==> config.mk <==
export PLATFORM = sky130hd
export DESIGN_NAME = dmux4way16_stream
export DESIGN_NICKNAME = d
export VERILOG_FILES = /design/src/rtl/dmux4way16_stream.sv
export SDC_FILE = /design/constraint.sdc
export NUM_CORES = 1
export LEC_CHECK = 0
export CORE_UTILIZATION = 40
export CTS_CLUSTER_DIAMETER = 200
export DETAILED_ROUTE_END_ITERATION = 10
export GPL_TIMING_DRIVEN = 0
export PLACE_DENSITY = 0.76
export SYNTH_ARGS = -nofsm -noshare
export SYNTH_HDL_FRONTEND = slang
export SYNTH_SLANG_ARGS = --single-unit
==> constraint.sdc <==
create_clock -name clk -period 12.2 [get_ports clk]
set_input_delay 3.66 -clock clk [delete_from_list [all_inputs] [get_ports clk]]
set_output_delay 3.66 -clock clk [all_outputs]
set_load 0.02 [all_outputs]
==> src/rtl/dmux4way16_stream.sv <==
// 1-to-4 valid/ready stream demux with a 1-entry holding register per channel.
// Define DMUX4WAY16_STREAM_COUNT_EN to enable the per-channel 8-bit accept counters.
module dmux4way16_stream #(
  parameter int WIDTH = 16
) (
  input  logic             clk,
  input  logic             rst,
  input  logic [WIDTH-1:0] in_data,
  input  logic [1:0]       in_sel,
  input  logic             in_valid,
  output logic             in_ready,
  output logic [WIDTH-1:0] out_data0,
  output logic [WIDTH-1:0] out_data1,
  output logic [WIDTH-1:0] out_data2,
  output logic [WIDTH-1:0] out_data3,
  output logic [3:0]       out_valid,
  input  logic [3:0]       out_ready,
  output logic [7:0]       cnt0,
  output logic [7:0]       cnt1,
  output logic [7:0]       cnt2,
  output logic [7:0]       cnt3
);

  logic [WIDTH-1:0] r_data [4];
  logic [3:0]       r_valid;
  logic [3:0]       w_load;
  logic             w_accept;

  assign in_ready = rst | ~r_valid[in_sel] | out_ready[in_sel];
  assign w_accept = in_valid & in_ready & ~rst;

  // in_sel is only decoded once a word is really accepted
  always_comb begin
    w_load = '0;
    if (w_accept) w_load[in_sel] = 1'b1;
  end

  for (genvar g = 0; g < 4; g++) begin : g_ch
    always_ff @(posedge clk or posedge rst) begin
      if (rst) begin
        r_valid[g] <= 1'b0;
        r_data[g]  <= '0;
      end else if (w_load[g]) begin
        r_valid[g] <= 1'b1;
        r_data[g]  <= in_data;
      end else if (r_valid[g] && out_ready[g]) begin
        r_valid[g] <= 1'b0;
      end
    end
  end

  assign out_valid = r_valid;
  assign out_data0 = r_data[0];
  assign out_data1 = r_data[1];
  assign out_data2 = r_data[2];
  assign out_data3 = r_data[3];

`ifdef DMUX4WAY16_STREAM_COUNT_EN
  logic [7:0] r_cnt [4];

  for (genvar g = 0; g < 4; g++) begin : g_cnt
    always_ff @(posedge clk or posedge rst) begin
      if (rst) begin
        r_cnt[g] <= '0;
      end else if (w_load[g]) begin
        r_cnt[g] <= r_cnt[g] + 8'd1;
      end
    end
  end

  assign cnt0 = r_cnt[0];
  assign cnt1 = r_cnt[1];
  assign cnt2 = r_cnt[2];
  assign cnt3 = r_cnt[3];
`else
  assign cnt0 = 8'd0;
  assign cnt1 = 8'd0;
  assign cnt2 = 8'd0;
  assign cnt3 = 8'd0;
`endif

endmodule

==> summary.txt <==
Yosys
  • Most frequent cells after synthesis: dfrtp_1 (68), mux2_2 (56), buf_4 (33), mux2_4 (9), buf_2 (3)
  • Sequential area share after synthesis: 58.1%
  • Asr flop ratio synth: 100%
  • Primary FF master, synth: dfrtp_1
  • Top post-synthesis cells by area: dfrtp_1 (58%), mux2_2 (22%), buf_4 (8.5%)
  • Area leader, netlist: dfrtp_1
  • Syn Area/Cell: about 15 um^2
  • Cells after synthesis: 190
  • Count leader, synth: dfrtp_1
  • Post-synth EDFFs: 0
  • Ys Warns: 0
  • Post-Syn Area: 2930 um^2
  • Distinct cells, synth: 21
  • Yosys top cell area share: 58.1%
  • Yosys reg bits: 68

Clocking
  • CTS buffer count: 9
  • CTS tree: built
  • Setup repair bufs after CTS: 0
  • Clock-pin slew on the worst setup and hold paths: 70 ps
  • Gates resized, CTS repair: 0
  • Clock root buffer master: clkbuf_8
  • CTS H-Tree Depth: 3
  • # hold bufs at CTS: 0
  • # clock sinks: roughly 70
  • Max Buffers Root-to-Sink: 2
  • Clock Latency Late Sink: approximately 330 ps

Worst setup path
  • Crit Path Category: in2out
  • Nature of the critical path endpoint: output pin
  • Worst Path Arrival: 5540 ps
  • Critical path's most frequent cell: clkdlybuf4s50_1
  • Worst path depth: 4
  • CP Launch Type: input port
  • Crit path max-delay family: buffers and inverters
  • Crit Path Max Fanout: 69
  • Worst path slowest cell: inv_4
  • Worst path cell trace: clkdlybuf4s50_1 > inv_4 > o211ai_1 > clkdlybuf4s50_1
  • Reg2reg path depth: 4
  • Crit-path max cell delay: roughly 640 ps
  • WP data required: between 8000 and 9000 ps
  • Worst Path Buf+Inv: 3

Pwr
  • Leak: approximately 0.0019 uW
  • Peak supply drop: 0.110 mV
  • Final Power: 725 uW
  • Pwr dens: 170 nW/um^2

Floorplan
  • Die span in x: 87.5 um
  • Initial core utilization: 42.1%
  • Row cnt: 30
  • Die area: 7660 um^2
  • Chip height: 87.5 um
  • # IOs: roughly 130
  • Core box area: 6940 um^2

Detailed routing
  • First drt pass iteration count: 2
  • Vias per cell: ~4.4
  • DR iter-0 viols: 61
  • DR WL/cell: roughly 14 um
  • Vias: 1874
  • DRC: 0
  • Total wire length: 6080 um
  • Final ANT Viol Nets: 0

GRT
  • Initial antenna violation count: 0
  • Largest net degree at the start of global routing: 70
  • GRT Resource Usage Total: 16.8%
  • First-pass GRT wire length: around 9500 um
  • Gr ovfl total: 0
  • Vias in the first global route: 1780

Hold path
  • Worst min-delay path category: reg2reg
  • Hold Crit Depth: 1

Layout
  • Ant. Diodes: 0
  • Area Overhead vs Synth: 45.6%
  • Share of layout cells above drive strength 1: 38.4%
  • FILL cells: 568
  • Nets: between 300 and 400

Timing
  • Fin crit share: between 70% and 80%
  • Fmax: between 100 and 150 MHz
  • Clock skew: 7.39 ps
  • PnR worst setup slack: 3000 ps
  • Worst slew margin: between 40% and 50%
  • Max-slew violation count: 0
  • Final setup TNS: 0 ps
  • Hold Fails Final Rpt: 0
  • Tightest Pin Transition: roughly 830 ps
  • # setup viols final: 0
  • Post-layout min period: 9200 ps
  • RSZ-0062 raised after global routing: false

Run status
  • Status: finished clean

Place
  • Worst slack, placed: 2920 ps
  • DP HPWL: ~4400 um
  • Port Buffers: 91
  • RD Place Congestion: 0.686

Run
  • Max_cap viols: 0
area by class of cell:
cell class                 instances  area, um^2  area share, %
inverter                           1        6.26          0.147
sequential                        68        1700           39.9
clock buffer                      11         131           3.08
timing repair buffer              91         911           21.4
multi-input combinational        114        1050           24.6
buffer                            38         289           6.78
tap                               96         120           2.82
clock inverter                     5        52.6           1.23
power breakdown:
part           internal (uW)  switching, uW
registers                274           24.5
clock network           93.5           80.0
logic                    136            118
total                    503            222
cell families (layout without fill, tap and decap cells):
| logic type | after synthesis | in the layout | share of synthesized area (%) |
|---|---|---|---|
| buf+inv | 39 | 146 | 10.0 |
| compound gates | 2 | 2 | 0.513 |
| mux | 65 | 65 | 26.2 |
| simple gates | 15 | 15 | 5.04 |
| flops | 68 | 68 | 58.1 |
| other cells | 1 | 32 | 0.128 |
per-layer routing:
layer  vias to the layer above  GRT usage [%]  part of all wire (%)
met1                       938           22.1                    43
met5                         -              0                     0
met3                         6           4.05                   5.6
met2                        71           26.8                    50
li1                        859              -                     -
met4                         0           7.15                   1.2
final timing paths:
check,startpoint,slack (ps),end
max in group asynchronous,rst,7750,out_data2[8]
min in group asynchronous,rst,3910,out_data3[11]
worst min-delay path,out_data3[14],510,out_data3[14]
worst max-delay path,rst,3000,in_ready
worst min register to register,out_data3[14],510,out_data3[14]
worst max register to register,out_valid[2],10340,out_data2[2]
cell usage in the layout (no fill, tap or decap), drive strengths merged:
cell and instances:
clkdlybuf4s50 91, dfrtp 68, mux2 65, buf 38, conb 32, clkbuf 11
clkinv 3, nand2b 3, nor2b 2, o211ai 2, nand2 2, or2 2
nor4 1, and2b 1, nand4 1, nor4b 1, nand4b 1, nand3b 1
inv 1, bufinv 1, clkinvlp 1
per-stage QoR:
stage | hold WS, ps | cell area, um^2 | utilization, % | instances
3_3_place_gp | 488 | 4070 | 58.7 | 408
5_1_grt | 524 | 4260 | 61.4 | 424
3_5_place_dp | 494 | 4080 | 58.7 | 408
4_1_cts | 510 | 4260 | 61.4 | 424
6_report | 508 | 4260 | 61.4 | 424
2_1_floorplan | 635 | 3040 | - | 221
worst register-to-register path: cells and delay by family, from the launching register on:
kind | cells | cell delay (ps)
muxes | 1 | 320
buffers and inverters | 1 | 260
and+or+nand+nor | 2 | 800
DFF | 1 | 370
registers in the layout, summed over array words and instances (netlist names):
signal / cells
out_data0: 16
out_data1: 16
out_data2: 16
out_data3: 16
out_valid: 4
Power figures use the tool's default switching activity.
==> RTL change 1: new RTL, config.mk and constraints unchanged <==
Change the parameter `WIDTH` from 16 to 18.
--- a/src/rtl/dmux4way16_stream.sv
+++ b/src/rtl/dmux4way16_stream.sv
@@ -1,7 +1,7 @@
 // 1-to-4 valid/ready stream demux with a 1-entry holding register per channel.
 // Define DMUX4WAY16_STREAM_COUNT_EN to enable the per-channel 8-bit accept counters.
 module dmux4way16_stream #(
-  parameter int WIDTH = 16
+  parameter int WIDTH = 18
 ) (
   input  logic             clk,
   input  logic             rst,
Ports: changed (5 resized); port bits go from 126 to 136. No check against the original RTL was run, so the function may have changed too.
==> RTL change 1 against the unedited design <==
Utilization down 0.28 points. Largest cell class unchanged. Clock power up 25%. Setup slack worse by 0.00092 ns. Synthesized area up 8.2%. Final area up 10%. Sequential cell count up 8. Routed wire length up 13%. Register-to-register slack better by 0.21 ns. Largest power group unchanged. Power up 14%. Global-route usage up 0.53 points.
==> RTL change 1: results (changes against the unedited design) <==
metric,value,unit,change
outcome,"complete, no violations",,unchanged
synth.area.mux_share,26.0,%,was 26.2%
gr-usage-met1,21.7,%,was 22.1%
dp.cells,443,,was 408
gp_congestion,0.701,,was 0.686
p_sw,252,uW,was 222 uW
final_nets,379,,was 348
wl_met2,3300,um,was 3070 um
routedWlPerCell,14.9,um,was 14.3 um
synthTopCellsByArea,"dfrtp_1 (60%), mux2_2 (26%), buf_4 (8.1%)",,"was dfrtp_1 (58%), mux2_2 (22%), buf_4 (8.5%)"
crit_start,rst,,unchanged
cp_slowest_cell,clkdlybuf4s50_1,,was inv_4
layout-drive-gt1-share,38.1,%,was 38.4%
grt_start_max_net_pins,41,,was 70
portBuffers,103,,was 91
met3_length,477,um,was 341 um
grt_use_total,17.3,%,was 16.8%
clk_pin_slew,0.08,ns,
synth_commonest_cells,"dfrtp_1 (76), mux2_2 (73), buf_4 (34)",,"was dfrtp_1 (68), mux2_2 (56), buf_4 (33)"
reg2reg_from,out_valid[2],,unchanged
vias_per_cell,4.43,,was 4.42
synth_compound_area_share,0.474,%,was 0.513%
powerDensity,176,mW/mm^2,was 170 mW/mm^2
leakage,0.00211,uW,was 0.00194 uW
yosysSeqAreaShare,60.1,%,was 58.1%
first_global_vias,2171,,was 1780
instances_no_fill,459,,was 424
firstDrtPassIters,4,,was 2
syn_area_per_cell,15.4,sq um,about the same
fill_cells,629,,was 568
cts-root-buf,clkbuf_8,,unchanged
r2r_cells,5,,was 4
insertion_delay,0.34,ns,
grt_pass1_wl,11000,um,was 9490 um
wl_met1,2960,um,was 2610 um
ir_worst_vdd,0.0978,mV,was 0.110 mV
yosysUniqueCellTypes,16,,was 21
grtUsageMet3,5.53,%,was 4.05%
regToRegEndpoint,out_data2[6],,was out_data2[2]
grt_use_met2,28.2,%,was 26.8%
dp_hpwl,4810,um,was 4360 um
cp_max_fo,40,,was 69
max_stage_delay,0.55,ns,was 0.64 ns
clock-skew-final,0.0104,ns,was 0.00739 ns
RTL change 1: stage by stage:
step	power [uW]	hold WS [ns]	setup slack (ns)	area, sq um
floorplan	478	0.635	2.70	3280
finish	828	0.510	3.00	4690
global placement	612	0.487	1.35	4440
detailed placement	619	0.492	2.94	4460
global route	866	0.519	2.78	4690
CTS	839	0.512	2.94	4690
RTL change 1: power groups by stage:
stage               registers (uW)  clock network (uW)  logic, uW
finish                         334                 216        278
global route                   341                 233        292
CTS                            335                 223        281
detailed placement             340                   0        280
global placement               336                   0        275
floorplan                      405                   0       72.8
RTL change 1: critical path: cells and delay by family:
kind	cells	cell delay [ns]
buffers and inverters	4	1.75
AOI/OAI and AO/OA	1	0.11
RTL change 1: cell type report:
type / count / area share, %
multi-input combinational: 122 / 22.9
timing repair buffer: 104 / 22.4
inverter: 1 / 0.133
clock buffer: 10 / 2.93
buffer: 38 / 6.40
clock inverter: 6 / 2.00
tap: 102 / 2.72
sequential: 76 / 40.5
RTL change 1: logic make-up (layout without fill, tap and decap cells):
logic type,after synthesis,count (layout)
flops,76,76
mux,73,73
buf+inv,39,159
simple gates,15,15
compound gates,2,2
other cells,1,32
RTL change 1: how the worst min path moves through the flow:
stage / start / to / slack, ns / depth (start not counted)
after global routing: out_data3[0] / out_data3[0] / 0.52 / 1
after detailed placement: out_data1[5] / out_data1[5] / 0.49 / 1
after global placement: out_data1[10] / out_data1[10] / 0.49 / 1
after CTS: out_data3[0] / out_data3[0] / 0.51 / 1
after floorplan: out_data3[10] / out_data3[10] / 0.64 / 1
final: out_data2[1] / out_data2[1] / 0.51 / 1
==> RTL change 2: new RTL, config.mk and constraints unchanged <==
Made on the original files. Add a define of `DMUX4WAY16_STREAM_COUNT_EN`.
--- a/src/rtl/dmux4way16_stream.sv
+++ b/src/rtl/dmux4way16_stream.sv
@@ -1,5 +1,7 @@
 // 1-to-4 valid/ready stream demux with a 1-entry holding register per channel.
 // Define DMUX4WAY16_STREAM_COUNT_EN to enable the per-channel 8-bit accept counters.
+`define DMUX4WAY16_STREAM_COUNT_EN
+
 module dmux4way16_stream #(
   parameter int WIDTH = 16
 ) (
Formal check against the unedited RTL: not equivalent (Yosys sat finds a counterexample within 4 cycles, from zero or initial values and one cycle with rst high).
==> RTL change 2 against the unedited design <==
Sequential power increased by 52%. Sequential cell count grew 32. Routed wire length rose by 56%. Clock skew is 0.0089 ns higher. Synthesized area is 37% higher. Utilization shrank 3.5 points. Final area is 33% higher. Power rose by 38%. Setup slack worse by 0.020 ns. Combinational power grew 31%. Critical endpoint unchanged. Largest cell class unchanged.
==> RTL change 2: results (changes against the unedited design) <==
metric,value,unit,change
synth_commonest_cells,"nand2_1 (113), dfrtp_1 (100), mux2_2 (34)",,"was dfrtp_1 (68), mux2_2 (56), buf_4 (33)"
r2r_slack,10.37,ns,was 10.34 ns
portBuffers,124,,was 91
gr-usage-met1,25.1,%,was 22.1%
yosysUniqueCellTypes,25,,was 21
grt_start_max_net_pins,64,,was 70
relSlewSlack,54.3,%,was 44.7%
regToRegEndpoint,out_data2[4],,was out_data2[2]
drtIter0Drc,111,,was 61
cp_slowest_cell,clkdlybuf4s50_1,,was inv_4
place_area,0.00546,sq mm,was 0.00408 sq mm
grt_use_total,18.9,%,was 16.8%
leakage,0.00258,uW,was 0.00194 uW
wl_met2,4560,um,was 3070 um
fill_cells,835,,was 568
clock-skew-final,0.0163,ns,was 0.00739 ns
yosysSeqAreaShare,62.3,%,was 58.1%
grt_pass1_wl,14600,um,was 9490 um
insertion_delay,0.35,ns,was 0.33 ns
grtUsageMet3,6.09,%,was 4.05%
dp_hpwl,6880,um,was 4360 um
met3_length,650,um,was 341 um
outcome,"complete, no violations",,unchanged
clk_pin_slew,0.10,ns,was 0.07 ns
vias_per_cell,4.78,,was 4.42
hold_depth,2,,was 1
synthTopCellsByArea,"dfrtp_1 (62%), nand2_1 (11%), mux2_2 (9.5%)",,"was dfrtp_1 (58%), mux2_2 (22%), buf_4 (8.5%)"
firstDrtPassIters,4,,was 2
hold_end,out_data3[6],,was out_data3[14]
ir_worst_vdd,0.0867,mV,was 0.110 mV
RTL change 2: per-stage QoR:
stage,setup WS (ns),instances
after floorplan,2.23,340
final,2.98,614
after detailed placement,2.96,598
after global routing,2.88,614
after CTS,2.95,614
after global placement,0.800,597
RTL change 2: worst max-delay path by stage:
stage	startpoint	endpoint	slack [ns]
2_1_floorplan	rst	in_ready	2.23
3_3_place_gp	rst	in_ready	0.80
3_5_place_dp	out_ready[1]	in_ready	2.96
4_1_cts	out_ready[1]	in_ready	2.95
5_1_grt	out_ready[1]	in_ready	2.88
6_report	out_ready[1]	in_ready	2.98
RTL change 2: power by group:
| part | total (uW) | leakage [uW] | switching [uW] | internal, uW |
|---|---|---|---|---|
| Clock | 215 | 0.0000999 | 113 | 101 |
| Sequential | 452 | 0.00127 | 53.8 | 398 |
| Combinational | 334 | 0.00121 | 166 | 169 |
RTL change 2: area by class of cell:
cell class / instances / area (sq um) / area share [%]
timing repair buffer: 125 / 1270 / 22.4
clock inverter: 5 / 60.1 / 1.06
tap: 133 / 166 / 2.94
clock buffer: 11 / 141 / 2.50
inverter: 3 / 13.8 / 0.243
sequential: 100 / 2500 / 44.2
buffer: 13 / 81.3 / 1.44
multi-input combinational: 224 / 1420 / 25.1
RTL change 2: cells by family (layout without fill, tap and decap cells):
logic type / count (synthesis) / in the layout / synth area share [%]
buffers and inverters: 16 / 157 / 2.30
XOR/XNOR: 28 / 28 / 6.10
adder cells (fa/ha/maj): 4 / 4 / 1.25
multiplexers: 35 / 35 / 10.2
flip-flops: 100 / 100 / 62.3
AND/OR/NAND/NOR: 157 / 157 / 17.9
RTL change 2: worst min-delay path, cell delays in order, from the launching register on:
cell and delay, ns:
dfrtp_1 0.35, nand2_1 0.05, nand2_1 0.05
